===== src/rtl/mips_pkg.sv =====
// Shared MIPS pipeline types and control-bundle layout.
// Bit positions, ALU op codes and bubble-counter states.
package mips_pkg;

  localparam int CTRL_W = 16;

  localparam int REG_DST    = 15;
  localparam int REG_WRITE  = 14;
  localparam int MEM_TO_REG = 13;
  localparam int JUMP       = 12;
  localparam int JMP_LINK   = 11;
  localparam int MEM_READ   = 10;
  localparam int MEM_WRITE  = 9;
  localparam int BR_EQ      = 8;
  localparam int BR_NE      = 7;
  localparam int ALU_SRC    = 6;
  localparam int FLOAT_OP   = 5;
  localparam int IS_SIGNED  = 4;
  localparam int ALU_OP_HI  = 3;
  localparam int ALU_OP_LO  = 0;

  typedef enum logic [3:0] {
    ALU_RTYPE = 4'h2,
    ALU_OR    = 4'h3,
    ALU_ADD   = 4'h4,
    ALU_AND   = 4'h5,
    ALU_SUB   = 4'h7,
    ALU_LUI   = 4'hb
  } alu_op_e;

  typedef struct packed {
    logic       reg_dst;
    logic       reg_write;
    logic       mem_to_reg;
    logic       jump;
    logic       jmp_link;
    logic       mem_read;
    logic       mem_write;
    logic       br_eq;
    logic       br_ne;
    logic       alu_src;
    logic       float_op;
    logic       is_signed;
    logic [3:0] alu_op;
  } ctrl_t;

  typedef enum logic [0:0] {
    BC_IDLE = 1'b0,
    BC_HOLD = 1'b1
  } bc_state_e;

  function automatic logic ctrl_mem_read(
    input logic [CTRL_W-1:0] c
  );
    return c[MEM_READ];
  endfunction

endpackage


===== src/rtl/id_ex_stage_if.sv =====
// ID/EX stage bus: ID-side inputs, EX-side registered outputs.
// master drives the ID side, slave is the stage itself.
interface id_ex_stage_if #(
  parameter int DATA_W = 32
);
  import mips_pkg::*;

  logic [CTRL_W-1:0] ID_Ctrl;
  logic              ID_Valid;
  logic [DATA_W-1:0] ID_ReadData1;
  logic [DATA_W-1:0] ID_ReadData2;
  logic [DATA_W-1:0] ID_Imm;
  logic [DATA_W-1:0] ID_PC4;
  logic [4:0]        ID_Rs;
  logic [4:0]        ID_Rt;
  logic [4:0]        ID_Rd;
  logic              ID_UsesRt;
  logic              Flush;

  logic              Stall;
  logic              PC_Write;
  logic              IFID_Write;
  logic [CTRL_W-1:0] EX_Ctrl;
  logic              EX_Valid;
  logic [DATA_W-1:0] EX_ReadData1;
  logic [DATA_W-1:0] EX_ReadData2;
  logic [DATA_W-1:0] EX_Imm;
  logic [DATA_W-1:0] EX_PC4;
  logic [4:0]        EX_Rs;
  logic [4:0]        EX_Rt;
  logic [4:0]        EX_Rd;
  logic [31:0]       StallCount;

  modport master (
    output ID_Ctrl, ID_Valid,
    output ID_ReadData1, ID_ReadData2,
    output ID_Imm, ID_PC4,
    output ID_Rs, ID_Rt, ID_Rd,
    output ID_UsesRt, Flush,
    input  Stall, PC_Write, IFID_Write,
    input  EX_Ctrl, EX_Valid,
    input  EX_ReadData1, EX_ReadData2,
    input  EX_Imm, EX_PC4,
    input  EX_Rs, EX_Rt, EX_Rd,
    input  StallCount
  );

  modport slave (
    input  ID_Ctrl, ID_Valid,
    input  ID_ReadData1, ID_ReadData2,
    input  ID_Imm, ID_PC4,
    input  ID_Rs, ID_Rt, ID_Rd,
    input  ID_UsesRt, Flush,
    output Stall, PC_Write, IFID_Write,
    output EX_Ctrl, EX_Valid,
    output EX_ReadData1, EX_ReadData2,
    output EX_Imm, EX_PC4,
    output EX_Rs, EX_Rt, EX_Rd,
    output StallCount
  );

endinterface


===== src/rtl/id_ex_stage_load_use_detector.sv =====
// Load-use hazard term: a load in EX whose destination is read in ID.
// Purely combinational; $0 is never a hazard.
module load_use_detector (
  input  logic       ex_valid,
  input  logic       ex_mem_read,
  input  logic [4:0] ex_rt,
  input  logic       id_valid,
  input  logic [4:0] id_rs,
  input  logic [4:0] id_rt,
  input  logic       id_uses_rt,
  output logic       hazard
);

  logic rs_hit;
  logic rt_hit;

  assign rs_hit = (ex_rt == id_rs);
  assign rt_hit = id_uses_rt & (ex_rt == id_rt);

  assign hazard = ex_valid
                & ex_mem_read
                & (ex_rt != 5'd0)
                & id_valid
                & (rs_hit | rt_hit);

endmodule


===== src/rtl/id_ex_stage.sv =====
// ID/EX pipeline register with load-use stall and bubble insertion.
// Stall is derived from EX state and ID register fields, never ID_Ctrl.
module id_ex_stage
  import mips_pkg::*;
#(
  parameter int LOAD_USE_BUBBLES = 1,
  parameter int DATA_W           = 32
) (
  input logic          Clk,
  input logic          Rst_n,
  id_ex_stage_if.slave bus
);

  localparam logic [1:0] BUB_LOAD =
    2'(LOAD_USE_BUBBLES - 1);

  bc_state_e         state_q;
  bc_state_e         state_d;
  logic [1:0]        cnt_q;
  logic [1:0]        cnt_d;
  logic              hazard;
  logic              stall;
  logic              ex_mem_read;

  logic [CTRL_W-1:0] ctrl_q;
  logic              valid_q;
  logic [DATA_W-1:0] rd1_q;
  logic [DATA_W-1:0] rd2_q;
  logic [DATA_W-1:0] imm_q;
  logic [DATA_W-1:0] pc4_q;
  logic [4:0]        rs_q;
  logic [4:0]        rt_q;
  logic [4:0]        rd_q;
  logic [31:0]       stall_cnt_q;

  assign ex_mem_read = ctrl_mem_read(ctrl_q);

  load_use_detector u_det (
    .ex_valid    (valid_q),
    .ex_mem_read (ex_mem_read),
    .ex_rt       (rt_q),
    .id_valid    (bus.ID_Valid),
    .id_rs       (bus.ID_Rs),
    .id_rt       (bus.ID_Rt),
    .id_uses_rt  (bus.ID_UsesRt),
    .hazard      (hazard)
  );

  assign stall = ~bus.Flush
               & (hazard | (cnt_q != 2'd0));

  // Bubble counter state register.
  always_ff @(posedge Clk or negedge Rst_n) begin
    if (!Rst_n) begin
      state_q <= BC_IDLE;
      cnt_q   <= 2'd0;
    end else begin
      state_q <= state_d;
      cnt_q   <= cnt_d;
    end
  end

  // Bubble counter next state: load on hazard, count down in HOLD.
  always_comb begin
    state_d = state_q;
    cnt_d   = cnt_q;
    if (bus.Flush) begin
      state_d = BC_IDLE;
      cnt_d   = 2'd0;
    end else begin
      unique case (state_q)
        BC_IDLE: begin
          if (hazard) begin
            cnt_d   = BUB_LOAD;
            state_d = (BUB_LOAD != 2'd0)
                    ? BC_HOLD : BC_IDLE;
          end
        end
        BC_HOLD: begin
          cnt_d = cnt_q - 2'd1;
          if (cnt_q <= 2'd1) begin
            state_d = BC_IDLE;
            cnt_d   = 2'd0;
          end
        end
        default: begin
          state_d = BC_IDLE;
          cnt_d   = 2'd0;
        end
      endcase
    end
  end

  // Pipeline register: flush/stall insert a bubble, else capture ID.
  always_ff @(posedge Clk or negedge Rst_n) begin
    if (!Rst_n) begin
      ctrl_q  <= '0;
      valid_q <= 1'b0;
      rd1_q   <= '0;
      rd2_q   <= '0;
      imm_q   <= '0;
      pc4_q   <= '0;
      rs_q    <= '0;
      rt_q    <= '0;
      rd_q    <= '0;
    end else if (bus.Flush | stall) begin
      ctrl_q  <= '0;
      valid_q <= 1'b0;
    end else begin
      ctrl_q  <= bus.ID_Valid ? bus.ID_Ctrl : '0;
      valid_q <= bus.ID_Valid;
      rd1_q   <= bus.ID_ReadData1;
      rd2_q   <= bus.ID_ReadData2;
      imm_q   <= bus.ID_Imm;
      pc4_q   <= bus.ID_PC4;
      rs_q    <= bus.ID_Rs;
      rt_q    <= bus.ID_Rt;
      rd_q    <= bus.ID_Rd;
    end
  end

  // Saturating count of stalled cycles.
  always_ff @(posedge Clk or negedge Rst_n) begin
    if (!Rst_n) begin
      stall_cnt_q <= '0;
    end else if (stall && (stall_cnt_q != '1)) begin
      stall_cnt_q <= stall_cnt_q + 32'd1;
    end
  end

  assign bus.Stall        = stall;
  assign bus.PC_Write     = ~stall;
  assign bus.IFID_Write   = ~stall;
  assign bus.EX_Ctrl      = ctrl_q;
  assign bus.EX_Valid     = valid_q;
  assign bus.EX_ReadData1 = rd1_q;
  assign bus.EX_ReadData2 = rd2_q;
  assign bus.EX_Imm       = imm_q;
  assign bus.EX_PC4       = pc4_q;
  assign bus.EX_Rs        = rs_q;
  assign bus.EX_Rt        = rt_q;
  assign bus.EX_Rd        = rd_q;
  assign bus.StallCount   = stall_cnt_q;

endmodule

===== src/flat_wrapper.sv =====
// flat-port wrapper written by rule: the top's interface ports become plain ports
module id_ex_stage_flat import mips_pkg::*;
#(
  parameter int LOAD_USE_BUBBLES = 1,
  parameter int DATA_W           = 32
)
  (Clk, Rst_n, bus_ID_Ctrl, bus_ID_Valid, bus_ID_ReadData1, bus_ID_ReadData2, bus_ID_Imm, bus_ID_PC4, bus_ID_Rs, bus_ID_Rt, bus_ID_Rd, bus_ID_UsesRt, bus_Flush, bus_Stall, bus_PC_Write, bus_IFID_Write, bus_EX_Ctrl, bus_EX_Valid, bus_EX_ReadData1, bus_EX_ReadData2, bus_EX_Imm, bus_EX_PC4, bus_EX_Rs, bus_EX_Rt, bus_EX_Rd, bus_StallCount);
  id_ex_stage_if #(.DATA_W(DATA_W)) bus_i ();
  input logic Clk;
  input logic Rst_n;
  input wire logic [$bits(bus_i.ID_Ctrl)-1:0] bus_ID_Ctrl;
  input wire logic [$bits(bus_i.ID_Valid)-1:0] bus_ID_Valid;
  input wire logic [$bits(bus_i.ID_ReadData1)-1:0] bus_ID_ReadData1;
  input wire logic [$bits(bus_i.ID_ReadData2)-1:0] bus_ID_ReadData2;
  input wire logic [$bits(bus_i.ID_Imm)-1:0] bus_ID_Imm;
  input wire logic [$bits(bus_i.ID_PC4)-1:0] bus_ID_PC4;
  input wire logic [$bits(bus_i.ID_Rs)-1:0] bus_ID_Rs;
  input wire logic [$bits(bus_i.ID_Rt)-1:0] bus_ID_Rt;
  input wire logic [$bits(bus_i.ID_Rd)-1:0] bus_ID_Rd;
  input wire logic [$bits(bus_i.ID_UsesRt)-1:0] bus_ID_UsesRt;
  input wire logic [$bits(bus_i.Flush)-1:0] bus_Flush;
  output wire logic [$bits(bus_i.Stall)-1:0] bus_Stall;
  output wire logic [$bits(bus_i.PC_Write)-1:0] bus_PC_Write;
  output wire logic [$bits(bus_i.IFID_Write)-1:0] bus_IFID_Write;
  output wire logic [$bits(bus_i.EX_Ctrl)-1:0] bus_EX_Ctrl;
  output wire logic [$bits(bus_i.EX_Valid)-1:0] bus_EX_Valid;
  output wire logic [$bits(bus_i.EX_ReadData1)-1:0] bus_EX_ReadData1;
  output wire logic [$bits(bus_i.EX_ReadData2)-1:0] bus_EX_ReadData2;
  output wire logic [$bits(bus_i.EX_Imm)-1:0] bus_EX_Imm;
  output wire logic [$bits(bus_i.EX_PC4)-1:0] bus_EX_PC4;
  output wire logic [$bits(bus_i.EX_Rs)-1:0] bus_EX_Rs;
  output wire logic [$bits(bus_i.EX_Rt)-1:0] bus_EX_Rt;
  output wire logic [$bits(bus_i.EX_Rd)-1:0] bus_EX_Rd;
  output wire logic [$bits(bus_i.StallCount)-1:0] bus_StallCount;
  assign bus_i.ID_Ctrl = bus_ID_Ctrl;
  assign bus_i.ID_Valid = bus_ID_Valid;
  assign bus_i.ID_ReadData1 = bus_ID_ReadData1;
  assign bus_i.ID_ReadData2 = bus_ID_ReadData2;
  assign bus_i.ID_Imm = bus_ID_Imm;
  assign bus_i.ID_PC4 = bus_ID_PC4;
  assign bus_i.ID_Rs = bus_ID_Rs;
  assign bus_i.ID_Rt = bus_ID_Rt;
  assign bus_i.ID_Rd = bus_ID_Rd;
  assign bus_i.ID_UsesRt = bus_ID_UsesRt;
  assign bus_i.Flush = bus_Flush;
  assign bus_Stall = bus_i.Stall;
  assign bus_PC_Write = bus_i.PC_Write;
  assign bus_IFID_Write = bus_i.IFID_Write;
  assign bus_EX_Ctrl = bus_i.EX_Ctrl;
  assign bus_EX_Valid = bus_i.EX_Valid;
  assign bus_EX_ReadData1 = bus_i.EX_ReadData1;
  assign bus_EX_ReadData2 = bus_i.EX_ReadData2;
  assign bus_EX_Imm = bus_i.EX_Imm;
  assign bus_EX_PC4 = bus_i.EX_PC4;
  assign bus_EX_Rs = bus_i.EX_Rs;
  assign bus_EX_Rt = bus_i.EX_Rt;
  assign bus_EX_Rd = bus_i.EX_Rd;
  assign bus_StallCount = bus_i.StallCount;
  id_ex_stage #(.LOAD_USE_BUBBLES(LOAD_USE_BUBBLES), .DATA_W(DATA_W)) u_core (.Clk(Clk), .Rst_n(Rst_n), .bus(bus_i));
endmodule

===== config.mk =====
export PLATFORM = sky130hd
export DESIGN_NAME = id_ex_stage_flat
export DESIGN_NICKNAME = d
export VERILOG_FILES = /design/src/rtl/mips_pkg.sv /design/src/rtl/id_ex_stage_if.sv /design/src/rtl/id_ex_stage_load_use_detector.sv /design/src/rtl/id_ex_stage.sv /design/src/flat_wrapper.sv
export SDC_FILE = /design/constraint.sdc
export NUM_CORES = 1
export LEC_CHECK = 0
export BUFFER_PORTS_ARGS = -buffer_cell sky130_fd_sc_hd__buf_2
export CAP_MARGIN = 20
export CORE_MARGIN = 3
export CORE_UTILIZATION = 40
export DETAILED_ROUTE_END_ITERATION = 6
export PLACE_DENSITY = 0.75
export SYNTH_ARGS = -nofsm -noshare
export SYNTH_HDL_FRONTEND = slang
export SYNTH_SLANG_ARGS = --single-unit

===== constraint.sdc =====
create_clock -name Clk -period 2.5 [get_ports Clk]
set_clock_uncertainty 0.05 [all_clocks]
set_input_delay 0.5 -clock Clk [delete_from_list [all_inputs] [get_ports Clk]]
set_output_delay 0.5 -clock Clk [all_outputs]
set_load 0.02 [all_outputs]

==> Word level (Yosys, flattened, before mapping) <==
Cells that the tools add are included.
{ "totals": {"regBits": 195, "inputBits": 164, "output_inout_bits": 195, "elab_cells": 44} }
{ "classes": {"n_addsub": 2, "order_cmp": 1, "n_eq_ne": 4, "mux": 10, "bitwise_logic": 12, "reduce_logical": 3} }
{ "ops": {"columns": ["operator", "count"], "rows": [
  ["$add 32x1->32 const B", 1],
  ["$mux 16", 2],
  ["$ne 32x32->1 const B", 1],
  ["$eq 5x5->1", 2],
  ["$and 1x1->1", 6],
  ["$mux 2", 3],
  ["$reduce_bool 5->1", 1],
  ["$pmux 2 s2", 1],
  ["$mux 1", 3],
  ["$ne 3x2->1 const B", 1],
  ["$not 1->1", 3],
  ["$or 1x1->1", 3],
  ["$le 2x1->1 const B", 1],
  ["$pmux 1 s2", 1],
  ["$reduce_bool 2->1", 1],
  ["$sub 2x1->2 const B", 1],
  ["$logic_and 1x1->1", 1]
]} }

==> Logic depth before layout (Yosys ltp) <==
Gate-level depths: netlist (run 1).
{ "logic_depth": {"depth_word": 8, "depth_mapped": 8, "mapped_depth_nobuf": 7} }

==> Hierarchy <==
A second synthesis (run 1) with hierarchy kept.
{ "unflattened": {"hier_cells": 512, "area_unflattened_um2": 7721.2} }
{ "modules_own_cells": {"columns": ["module", "instances", "cells_per_inst", "area_per_inst_um2", "seq_area_each_um2"], "rows": [
  ["id_ex_stage", 1, 495, 7591.0, 4879.7],
  ["load_use_detector", 1, 17, 130.1, 0.0]
]} }

==> Least setup slack after synthesis (run 1) <==
OpenSTA, ideal clock, no wires.
{ "synth_timing": {"path_kind": "register to output", "start": "register u_core.rt_q[1], in the netlist u_core.bus.EX_Rt[1]", "end": "output port bus_PC_Write", "arrival_ps": 2253, "t_required_ps": 1950, "slack_ps": -303, "stages_incl_launch_ff": 7, "n_path_buf": 2, "cell_sequence": "dfrtp_1 -> or4_1 -> o2111ai_2 -> nor2_1 -> a21oi_2 -> clkbuf_1 -> buf_4"} }
{ "synth_between": {"elab_chain_cells": 7, "elab_cells_between_ends": 11, "cone_classes": "eq/ne (2); bitwise (8); reduce/logical (1)"} }
{ "synth_lines": {"columns": ["item", "line_no", "source"], "rows": [
  ["from (decl)", "id_ex_stage.sv:32", "logic [4:0] rt_q;"],
  ["from (signal assigned)", "id_ex_stage.sv:117", "rt_q <= bus.ID_Rt;"],
  ["$eq 5x5->1 / $reduce_bool 5->1 (equally long branches)", "id_ex_stage_load_use_detector.sv:18, id_ex_stage_load_use_detector.sv:22", null],
  ["$and 1x1->1 (on tied branches)", "id_ex_stage_load_use_detector.sv:18, id_ex_stage_load_use_detector.sv:22", null],
  ["$or 1x1->1 / $and 1x1->1 (equally long branches)", "id_ex_stage_load_use_detector.sv:24, id_ex_stage_load_use_detector.sv:23", null],
  ["$and 1x1->1 (*)", "id_ex_stage_load_use_detector.sv:24", "& (rs_hit | rt_hit);"],
  ["$or 1x1->1 (*)", "id_ex_stage.sv:50", "& (hazard | (cnt_q != 2'd0));"],
  ["$and 1x1->1 (*)", "id_ex_stage.sv:50", null],
  ["$not 1->1 (*)", null, null],
  ["to (decl)", "flat_wrapper.sv:23", "output wire logic [$bits(bus_i.PC_Write)-1:0] bus_PC_Write;"]
]} }
Every way passes the cells marked *; elsewhere a longest branch is shown, timed or not.

==> Worst setup path in the final report (run 1) <==
{ "layout_timing": {"start": "register u_core.rt_q[1], in the netlist u_core.bus.EX_Rt[1]", "end": "output port bus_IFID_Write"} }
{ "layout_between": {"elab_chain_cells": 7, "elab_cells_between_ends": 11, "cone_classes": "eq/ne (2); bitwise (8); reduce/logical (1)"} }
{ "layout_lines": {"columns": ["item", "line_no", "source"], "rows": [
  ["$eq 5x5->1 / $reduce_bool 5->1 (equally long branches)", "id_ex_stage_load_use_detector.sv:18, id_ex_stage_load_use_detector.sv:22", null],
  ["$and 1x1->1 (on tied branches)", "id_ex_stage_load_use_detector.sv:18, id_ex_stage_load_use_detector.sv:22", null],
  ["$or 1x1->1 / $and 1x1->1 (equally long branches)", "id_ex_stage_load_use_detector.sv:24, id_ex_stage_load_use_detector.sv:23", null],
  ["$and 1x1->1 (*)", "id_ex_stage_load_use_detector.sv:24", null],
  ["$or 1x1->1 (*)", "id_ex_stage.sv:50", null],
  ["$and 1x1->1 (*)", "id_ex_stage.sv:50", null],
  ["$not 1->1 (*)", "id_ex_stage.sv:133", "assign bus.IFID_Write = ~stall;"],
  ["to (decl)", "flat_wrapper.sv:24", "output wire logic [$bits(bus_i.IFID_Write)-1:0] bus_IFID_Write;"]
]} }
Marks and branches as above.

==> results.md, run 1 <==
- Ys Warns: 0
- Num CTS Buffers: 17
- Hold Crit Depth: 2
- Syn_area_per_cell: 15.68 sq um
- Critical path peak fanout: 3
- Leakage power: 5.886 nW
- Cell count after synthesis: 524
- DRT Pass-1 Iters: 5
- First-pass GRT wire length: 32220 um
- Area delta synth->final: 37.63%
- Clk sinks: 195
- TritonCTS clock tree: done
- Metal3 WL: 1491 um
- Setup slack at placement: -0.01060 ns
- Io pins: 359
- Die width: 149.3 um
- Final core occ: 56.98%
- Max-slew violation count: 0
- Clock network power share: 34.6%
- Post-route setup slack: -0.1869 ns
- Sw frac: 29.06%
- Post-Syn Nets: 689
- RSZ-0062 raised after global routing: true
- Number of global-route vias before repair: 5845
- Initial DRC Count: 167
- Top-count cell post-synth: dfrtp_1
- Final setup vio count: 140
- FF-to-FF setup slack: -0.15 ns
- Fin. Hold Viols: 0
- Worst r2r src: u_core.bus.EX_Rt[1]
- Synth Cell Area: 8215 sq um
- CP required: 1.95 ns
- Post-synthesis cell type count: 34
- Root Buffer: clkbuf_16
- Worst EP arrival: 2.14 ns
- MaxCap Viol Count: 0
- Post-Place Cells: 1159
- P per Cell Area: 681.7 nW/um^2
- Final period utilization: 107.5%
- Fin nets: 1087
- Final design area excluding fillers: 11310 sq um
- Worst R2R End: u_core.bus.EX_ReadData2[3]
- Setup tns final: -14.76 ns
- Synth area leader: dfrtp_1
- Total design power: 7.708 mW
- Ys flop type: dfrtp_1
- Proportion of layout cells with a drive suffix above 1: 62.85%
- Outcome: finished, violations left
- Synth async-reset ratio: 100.0%
- Total gr overflow: 0
- I/O Buffers: 358
- Peak VDD IR: 0.0004911 V
- Initial antenna violation count: 2
- Vias: 5694
- Total global-route track usage: 18.50%
- Worst-path clk slew: 0.08 ns
- Hold/Removal Path Class: primary input to flop
- Int Power: 5.468 mW
- Vias per cell: 4.741
- Worst Min Path Start: bus_ID_PC4[13]
- Peak Freq: 372.2 MHz
- Final min period: 2.687 ns
- Non-Filler Instances: 1201
- Site row count: 51
- Failing checks: negative setup slack
- Worst R2R Path Depth: 8
- Placer Congestion: 0.8274
- Routed wl met2: 11120 um
- CP startpoint kind: flop
- Most frequent CP cell: buf_6
- Cells along the critical path: or4_4 > o2111ai_4 > nor2_2 > a21oi_2 > buf_6 > buf_6 > buf_6
- Synth top area share: 59.40%
- Top post-synthesis cells by area: dfrtp_1 (59%), mux2_4 (22%), mux2_2 (3.3%), xnor2_1 (2.7%), buf_6 (1.9%)
- Combinational power share: 18.9%
- Die area: 22290 sq um
- Clk buf depth: 2
- Core ar.: 19850 sq um
- Number of H-tree levels: 4
- Area after DPL: 10530 sq um
- CP peak stage delay: 0.54 ns
- CP endpoint kind: output port
- Hold slack: 0.2471 ns
- Max Used Layer: met4
- Post-synth EDFFs: 0
- Sw power: 2.240 mW
- Worst setup path category: flop to output port
- Post-synthesis sequential area ratio: 59.40%
- Hold endpoint: u_core.bus.EX_PC4[13]
- Post-synth top cells: dfrtp_1 (195), mux2_4 (120), and3_1 (25), xnor2_1 (25), mux2_2 (24)
- CP max stage cell: or4_4
- M1 WL: 8216 um
- # DRC: 0
- Yosys reg bits: 195
- Detail Placement HPWL: 16300 um
- Routed wire length: 21260 um
- Seq pwr share: 46.5%
- Die Y: 149.3 um
- Post-route ant nets: 0
- WL/cell: 17.70 um
- Least-Margin Pin Slew: 0.5023 ns
- Largest net degree at the start of global routing: 61
- Initial Util: 41.40%
- Slew HR: 66.52%
- Clock latency on the worst-skew pair: 0.43 ns
area by class of cell:
class                   count  area, sq um
fillers                  1620         8538
flip-flops and latches    195         4882
multi-input cells         303         3149
repair buffers            402         2340
clock buffers              17        425.4
well taps                 265        331.6
clock inverters            14        162.7
inverters                   3        11.26
diodes                      2        5.005
power groups by stage:
stage	Sequential [mW]	Clock, mW	Combinational (mW)
6_report	3.58	2.67	1.46
5_1_grt	3.62	2.86	1.56
4_1_cts	3.58	2.74	1.48
3_5_place_dp	3.64	0	1.45
3_3_place_gp	3.63	0	1.43
2_1_floorplan	3.97	0	0.498
flip-flops by register name, indices dropped and copies added (netlist names), 16 cells and up:
register	flops
u_core.bus.EX_Ctrl	16
u_core.bus.EX_ReadData2	32
u_core.bus.EX_Imm	32
u_core.bus.EX_PC4	32
u_core.bus.EX_ReadData1	32
u_core.bus.StallCount	32
worst max-delay path, delay by kind of cell, from the launching register on:
| kind | cells | cell delay (ns) |
|---|---|---|
| and+or+nand+nor | 2 | 0.59 |
| buffers and inverters | 3 | 0.35 |
| AOI/OAI and AO/OA | 2 | 0.37 |
| DFF | 1 | 0.41 |
logic make-up after synthesis:
group           synth area share, %
simple gates                  7.783
buf+inv                       2.589
mux                           25.22
flops                         59.40
compound gates               0.4873
fa+ha+maj                    0.1523
xor+xnor                      4.371
worst max path at each step:
stage / startpoint / to / slack (ns) / cells past startpoint
3_5_place_dp: u_core.bus.EX_Rt[1] / u_core.bus.EX_PC4[17] / -0.01 / 6
5_1_grt: u_core.bus.EX_Rt[1] / bus_PC_Write / -0.29 / 7
3_3_place_gp: u_core.bus.EX_Rt[1] / u_core.bus.EX_PC4[16] / 0.02 / 6
6_report: u_core.bus.EX_Rt[1] / bus_IFID_Write / -0.19 / 7
4_1_cts: u_core.bus.EX_Rt[1] / bus_PC_Write / -0.22 / 7
2_1_floorplan: u_core.bus.EX_Rt[1] / u_core.bus.EX_Imm[0] / 0.01 / 7
cells in the final DEF (no fill, tap or decap), drive strengths merged, types with 2 or more instances in the layout:
cell / instances
a21oi: 2
and2: 3
and3: 25
and3b: 2
and4: 4
buf: 400
clkbuf: 18
clkinv: 8
dfrtp: 195
diode: 2
inv: 9
mux2: 144
nand2: 18
nand3: 14
nand4: 12
nor2: 7
nor3: 11
nor4: 5
or4: 5
xnor2: 25
xor2: 16
layer usage:
layer	track usage (%)	vias to the layer above
met5	0	-
met4	5.721	0
met3	5.530	29
met2	32.81	227
met1	21.58	2784
li1	-	2654
repair_timing:
| action | CTS | global route |
|---|---|---|
| hold buffers | 1 | 0 |
| pin swaps | 2 | 2 |
| setup endpoints to repair | 77 | 141 |
| cloned | 2 | 0 |
| buffers inserted | 6 | 0 |
| hold endpoints to repair | 8 | 0 |
| gates resized for setup | 20 | 2 |
No activity file was read; power rests on OpenSTA's default activity.
==> inputs of run 2 (changes only) <==
--- a/config.mk
+++ b/config.mk
@@ -11,6 +11,7 @@
 export CORE_UTILIZATION = 40
 export DETAILED_ROUTE_END_ITERATION = 6
 export PLACE_DENSITY = 0.75
+export REMOVE_ABC_BUFFERS = 1
 export SYNTH_ARGS = -nofsm -noshare
 export SYNTH_HDL_FRONTEND = slang
 export SYNTH_SLANG_ARGS = --single-unit
==> run 2 against run 1 <==
Critical path depth unchanged. Sequential power about the same. Combinational power about the same. Utilization down 0.62 points. First-iteration DRC count up 33%. The run still ends with negative setup slack left. Fmax up 0.95%. Global-route usage up 0.74 points. Non-clock buffer count down 7. Total power down 1.1%. Hold slack better by 0.0071 ns.
==> results.md, run 2 (synthesis gave the netlist of run 1 again) <==
- RSZ-0062 raised after global routing: true
- Critical path's top delay family: simple AND/OR/NAND/NOR gates
- Commonest non-fill, non-tap cell in the layout: buf_2
- Vias per cell: 4.778
- Peak VDD IR: 0.0004171 V
- Fin nets: 1081
- Num CTS Buffers: 17
- Outcome: finished, violations left
- Io pins: 359
- Site row count: 51
- Worst setup path category: flop to flop
- Number of global-route vias before repair: 6196
- Die area: 22290 sq um
- Hold slack: 0.2542 ns
- Worst path depth: 7
- # DRC: 0
- WL/cell: 18.10 um
- Worst-path clk slew: 0.07 ns
- Fin. Hold Viols: 0
- Number of H-tree levels: 4
- CP peak stage delay: 0.55 ns
- Clock latency on the worst-skew pair: 0.42 ns
- Slew HR: 70.25%
- MaxCap Viol Count: 0
- CP max stage cell: or4_4
- Placer Congestion: 0.7842
- Proportion of layout cells with a drive suffix above 1: 62.46%
- Die width: 149.3 um
- Core ar.: 19850 sq um
- Most frequent CP cell: or4_4
- Critical path peak fanout: 8
- CP endpoint kind: flop
- First-pass GRT wire length: 33690 um
- Fillers: 1685
- Largest net degree at the start of global routing: 53
- Initial antenna violation count: 2
- Final min period: 2.662 ns
- Setup crit end: u_core.bus.EX_PC4[29]
- Peak Freq: 375.7 MHz
- CP startpoint kind: flop
- Initial DRC Count: 222
- Worst R2R End: u_core.bus.EX_PC4[29]
- Area delta synth->final: 36.13%
- Least-Margin Pin Slew: 0.4463 ns
- Post-route ant nets: 0
- Max-slew violation count: 0
- Total gr overflow: 0
- Hold/Removal Path Class: primary input to flop
- Leakage power: 5.841 nW
- Most frequent cells in the layout: buf_2 (354), dfrtp_1 (195), mux2_4 (121)
- Clk buf depth: 2
- Final period utilization: 106.5%
- DRT Pass-1 Iters: 4
- Cells along the critical path: or4_4 > o2111ai_4 > buf_4 > nor2b_2 > or4_4 > bufbuf_16 > mux2_4
- P per Cell Area: 682.0 nW/um^2
- Vias: 5700
- Root Buffer: clkbuf_16
- Clk sinks: 195
- Worst EP arrival: 2.92 ns
- Worst r2r src: u_core.bus.EX_Rt[1]
- TritonCTS clock tree: done
- Routed wire length: 21600 um
- Worst R2R Path Depth: 7
- Critical path startpoint: u_core.bus.EX_Rt[1]
- Initial Util: 41.40%
- Detail Placement HPWL: 15890 um
- Total design power: 7.627 mW
- Final setup vio count: 121
- CP bufs+invs: 2
- FF-to-FF setup slack: -0.16 ns
- I/O Buffers: 358
- Failing checks: negative setup slack
- Post-route setup slack: -0.1617 ns
- Die Y: 149.3 um
- Total global-route track usage: 19.24%
- CP required: 2.76 ns
-- run 2: changes by cell type in the layout (fill, tap and decap cells not counted), moves of 2 or more --
cell,change
buf_16,-2
bufbuf_16,+2
clkinv_8,-4
buf_12,-4
dfrtp_1,+2
dfrtp_2,-2
inv_6,+2
buf_6,-3
-- run 2: metrics by stage --
| step | instances | instance area (sq um) | setup TNS, ns | worst slack, ns | utilization (%) |
|---|---|---|---|---|---|
| global placement | 1153 | 10430 | 0 | 0.01514 | 52.57 |
| finish | 1193 | 11180 | -14.76 | -0.1617 | 56.35 |
| detailed placement | 1153 | 10430 | -0.8010 | -0.04208 | 52.57 |
| CTS | 1193 | 11150 | -23.66 | -0.2339 | 56.19 |
| floorplan | 501 | 8014 | -124.90 | -0.8248 | - |
| global route | 1193 | 11180 | -24.62 | -0.2365 | 56.35 |
-- run 2: how the worst min path moves through the flow --
stage                                  endpoint  cells past startpoint  slack [ns]                 startpoint
floorplan                 u_core.bus.EX_Ctrl[0]                      0        0.15                      Rst_n
detailed placement     u_core.bus.StallCount[8]                      1        0.43   u_core.bus.StallCount[8]
global route        u_core.bus.EX_ReadData1[20]                      2        0.23       bus_ID_ReadData1[20]
global placement      u_core.bus.StallCount[28]                      1        0.43  u_core.bus.StallCount[28]
finish               u_core.bus.EX_ReadData2[3]                      2        0.25        bus_ID_ReadData2[3]
CTS                 u_core.bus.EX_ReadData1[19]                      2        0.23       bus_ID_ReadData1[19]
-- run 2: cell type report --
| cell class | instances | area (sq um) | share of cell area [%] |
|---|---|---|---|
| sequential | 195 | 4880 | 43.63 |
| multi-input combinational | 304 | 3179 | 28.43 |
| timing repair buffer | 395 | 2236 | 19.99 |
| clock buffer | 17 | 425.4 | 3.804 |
| tap | 265 | 331.6 | 2.965 |
| clock inverter | 13 | 117.6 | 1.052 |
| inverter | 3 | 11.26 | 0.1007 |
| antenna | 1 | 2.502 | 0.02238 |
-- run 2: per-layer routing --
metal | GRT usage, % | share of wire (%) | vias to the layer above | wire (um)
met5 | 0 | 0.060 | - | 13
met4 | 6.041 | 1.2 | 2 | 261
met3 | 5.348 | 7.4 | 19 | 1606
met2 | 33.79 | 52 | 236 | 11270
met1 | 22.96 | 39 | 2801 | 8442
li1 | - | - | 2642 | -
-- run 2: power by group --
part / internal, mW / switching (mW) / total (mW)
sequential: 3.42 / 0.164 / 3.58
clock: 1.30 / 1.28 / 2.59
combinational: 0.696 / 0.759 / 1.46
total: 5.42 / 2.21 / 7.63
-- run 2: timing repair --
| item | 4_1_cts | 5_1_grt |
|---|---|---|
| pin swaps | 8 | 3 |
| endpoints found under the setup margin | 63 | 162 |
| cloned | 3 | 0 |
| buffers inserted | 6 | 0 |
| gates resized for setup | 11 | 11 |
| endpoints found under the hold margin | 44 | 0 |
| hold buffers | 1 | 0 |
-- run 2: worst register-to-register path, stage by stage (launching register included) --
cell       delay [ns]
dfrtp_1          0.39
or4_4            0.55
o2111ai_4        0.22
buf_4            0.15
nor2b_2          0.05
or4_4            0.52
bufbuf_16        0.33
mux2_4           0.29
==> inputs of run 3 (changes only) <==
--- a/config.mk
+++ b/config.mk
@@ -5,12 +5,13 @@
 export SDC_FILE = /design/constraint.sdc
 export NUM_CORES = 1
 export LEC_CHECK = 0
-export BUFFER_PORTS_ARGS = -buffer_cell sky130_fd_sc_hd__buf_2
 export CAP_MARGIN = 20
 export CORE_MARGIN = 3
 export CORE_UTILIZATION = 40
 export DETAILED_ROUTE_END_ITERATION = 6
-export PLACE_DENSITY = 0.75
+export DONT_BUFFER_PORTS = 1
+export HOLD_SLACK_MARGIN = 0.06
+export PLACE_DENSITY = 0.59
 export REMOVE_ABC_BUFFERS = 1
 export SYNTH_ARGS = -nofsm -noshare
 export SYNTH_HDL_FRONTEND = slang
==> run 3 against run 2 <==
Combinational power is 51% lower. Non-clock buffer count is 324 lower. Fmax is 1.1% lower. The flow finishes with violations (negative hold slack, negative setup slack). Worst setup slack worse by 0.029 ns. Count of clock-buffer cells in the layout stayed put. Largest power group unchanged.
==> results.md, run 3 (synthesis gave the netlist of run 1 again) <==
- Critical path peak fanout: 8
- Fin. Hold Viols: 195
- Worst-path clk slew: 0.07 ns
- CP endpoint kind: flop
- Slew HR: 73.15%
- Area delta synth->final: 19.56%
- Clk buf depth: 2
- WL/cell: 24.61 um
- Initial Util: 41.40%
- Detail Placement HPWL: 14890 um
- Root Buffer: clkbuf_16
- Die Y: 149.3 um
- Hold/Removal Path Class: primary input to async pin
- Vias per cell: 5.279
- Worst setup path category: flop to flop
- Non-Filler Instances: 870
- Peak VDD IR: 0.0004324 V
- Initial DRC Count: 221
- Worst R2R End: u_core.bus.EX_Imm[13]
- Total global-route track usage: 18.35%
- FF-to-FF setup slack: -0.19 ns
- Vias: 4593
- Fin nets: 757
- Routed wire length: 21410 um
- Placer Congestion: 0.8027
- Peak Freq: 371.7 MHz
- Io pins: 359
- Least-Margin Pin Slew: 0.4013 ns
- Final min period: 2.691 ns
- Hold slack: -0.2852 ns
- Number of global-route vias before repair: 5085
- Worst EP arrival: 2.95 ns
- Outcome: finished, violations left
- Die area: 22290 sq um
- Die width: 149.3 um
- Most frequent cells in the layout: dfrtp_1 (195), mux2_4 (124), buf_4 (42)
- Setup slack at placement: -0.007892 ns
- Clk sinks: 195
- Fillers: 1659
- Worst r2r src: u_core.bus.EX_Rt[4]
- Number of H-tree levels: 4
- Leakage power: 4.622 nW
- Setup tns final: -22.11 ns
- Worst R2R Path Depth: 8
- CP startpoint kind: flop
- CP required: 2.75 ns
- P per Cell Area: 750.2 nW/um^2
- Num CTS Buffers: 17
- Initial antenna violation count: 1
- Post-route setup slack: -0.1906 ns
- First-pass GRT wire length: 31260 um
- Failing checks: negative hold slack, negative setup slack
- TritonCTS clock tree: done
- Max-slew violation count: 0
- Final period utilization: 107.6%
- Total gr overflow: 0
- Largest net degree at the start of global routing: 196
- # DRC: 0
- Core ar.: 19850 sq um
- RSZ-0062 raised after global routing: true
- MaxCap Viol Count: 0
- Final setup vio count: 142
- DRT Pass-1 Iters: 4
- I/O Buffers: 0
- Post-route ant nets: 0
- Clock latency on the worst-skew pair: 0.43 ns
- Commonest non-fill, non-tap cell in the layout: dfrtp_1
- Proportion of layout cells with a drive suffix above 1: 42.22%
- Site row count: 51
- Post-Place Cells: 815
run 3: how the worst max path moves through the flow:
stage,to,slack [ns],from,depth (start not counted)
final,u_core.bus.EX_Imm[13],-0.19,u_core.bus.EX_Rt[4],8
after global routing,bus_Stall,-0.25,u_core.bus.EX_Rt[4],6
after CTS,bus_IFID_Write,-0.16,u_core.bus.EX_Rt[1],5
after detailed placement,u_core.bus.EX_Imm[30],-0.008,u_core.bus.EX_Rt[1],6
after global placement,u_core.bus.EX_Imm[27],0.03,u_core.bus.EX_Rt[1],6
after floorplan,u_core.bus.EX_Imm[31],-0.82,u_core.bus.EX_Rt[0],6
run 3: area by class of cell:
cell class | instances | area [sq um] | share of cell area [%]
Tap cell | 265 | 331.6 | 3.376
Clock buffer | 17 | 425.4 | 4.331
Timing Repair Buffer | 71 | 828.3 | 8.433
Inverter | 3 | 11.26 | 0.1146
Antenna cell | 1 | 2.502 | 0.02548
Clock inverter | 14 | 146.4 | 1.490
Sequential cell | 195 | 4880 | 49.68
Multi-Input combinational cell | 304 | 3197 | 32.55
run 3: through the flow:
step / hold WS [ns] / util (%) / total power, mW / cell area [sq um]
floorplan: 0.1544 / - / 4.455 / 8014
global placement: 0.1587 / 44.13 / 4.622 / 8757
detailed placement: 0.1591 / 44.13 / 4.652 / 8757
CTS: -0.3045 / 48.85 / 7.432 / 9694
global route: -0.3200 / 49.49 / 7.662 / 9822
finish: -0.2852 / 49.49 / 7.368 / 9822
run 3: power by group:
group          leakage (nW)  switching (mW)  internal (mW)  total (mW)
Combinational          1.99           0.238          0.476       0.714
Sequential             2.35           0.545           3.42        3.96
Clock                 0.277            1.29           1.40        2.69
Total                  4.62            2.07           5.30        7.37
run 3: timing repair:
action | in CTS | in global routing
gates resized for setup | 25 | 28
buffers inserted | 10 | 5
gates cloned | 7 | 5
pin swaps | 1 | 5
hold endpoints to repair | 195 | 196
setup endpoints to repair | 63 | 145
run 3: layer usage:
metal / track usage, % / part of all wire, % / vias up
li1: - / - / 1997
met5: 0 / 0 / -
met1: 19.64 / 36 / 2356
met2: 32.54 / 52 / 221
met3: 8.690 / 11 / 19
met4: 4.897 / 1.3 / 0
run 3: critical path, cell delays in order (launching register included):
cell and delay, ns:
dfrtp_1 0.39, or4_4 0.55, o2111ai_4 0.24, buf_6 0.13, nor2b_4 0.03, or4_4 0.52
buf_12 0.18, clkbuf_16 0.18, mux2_4 0.29
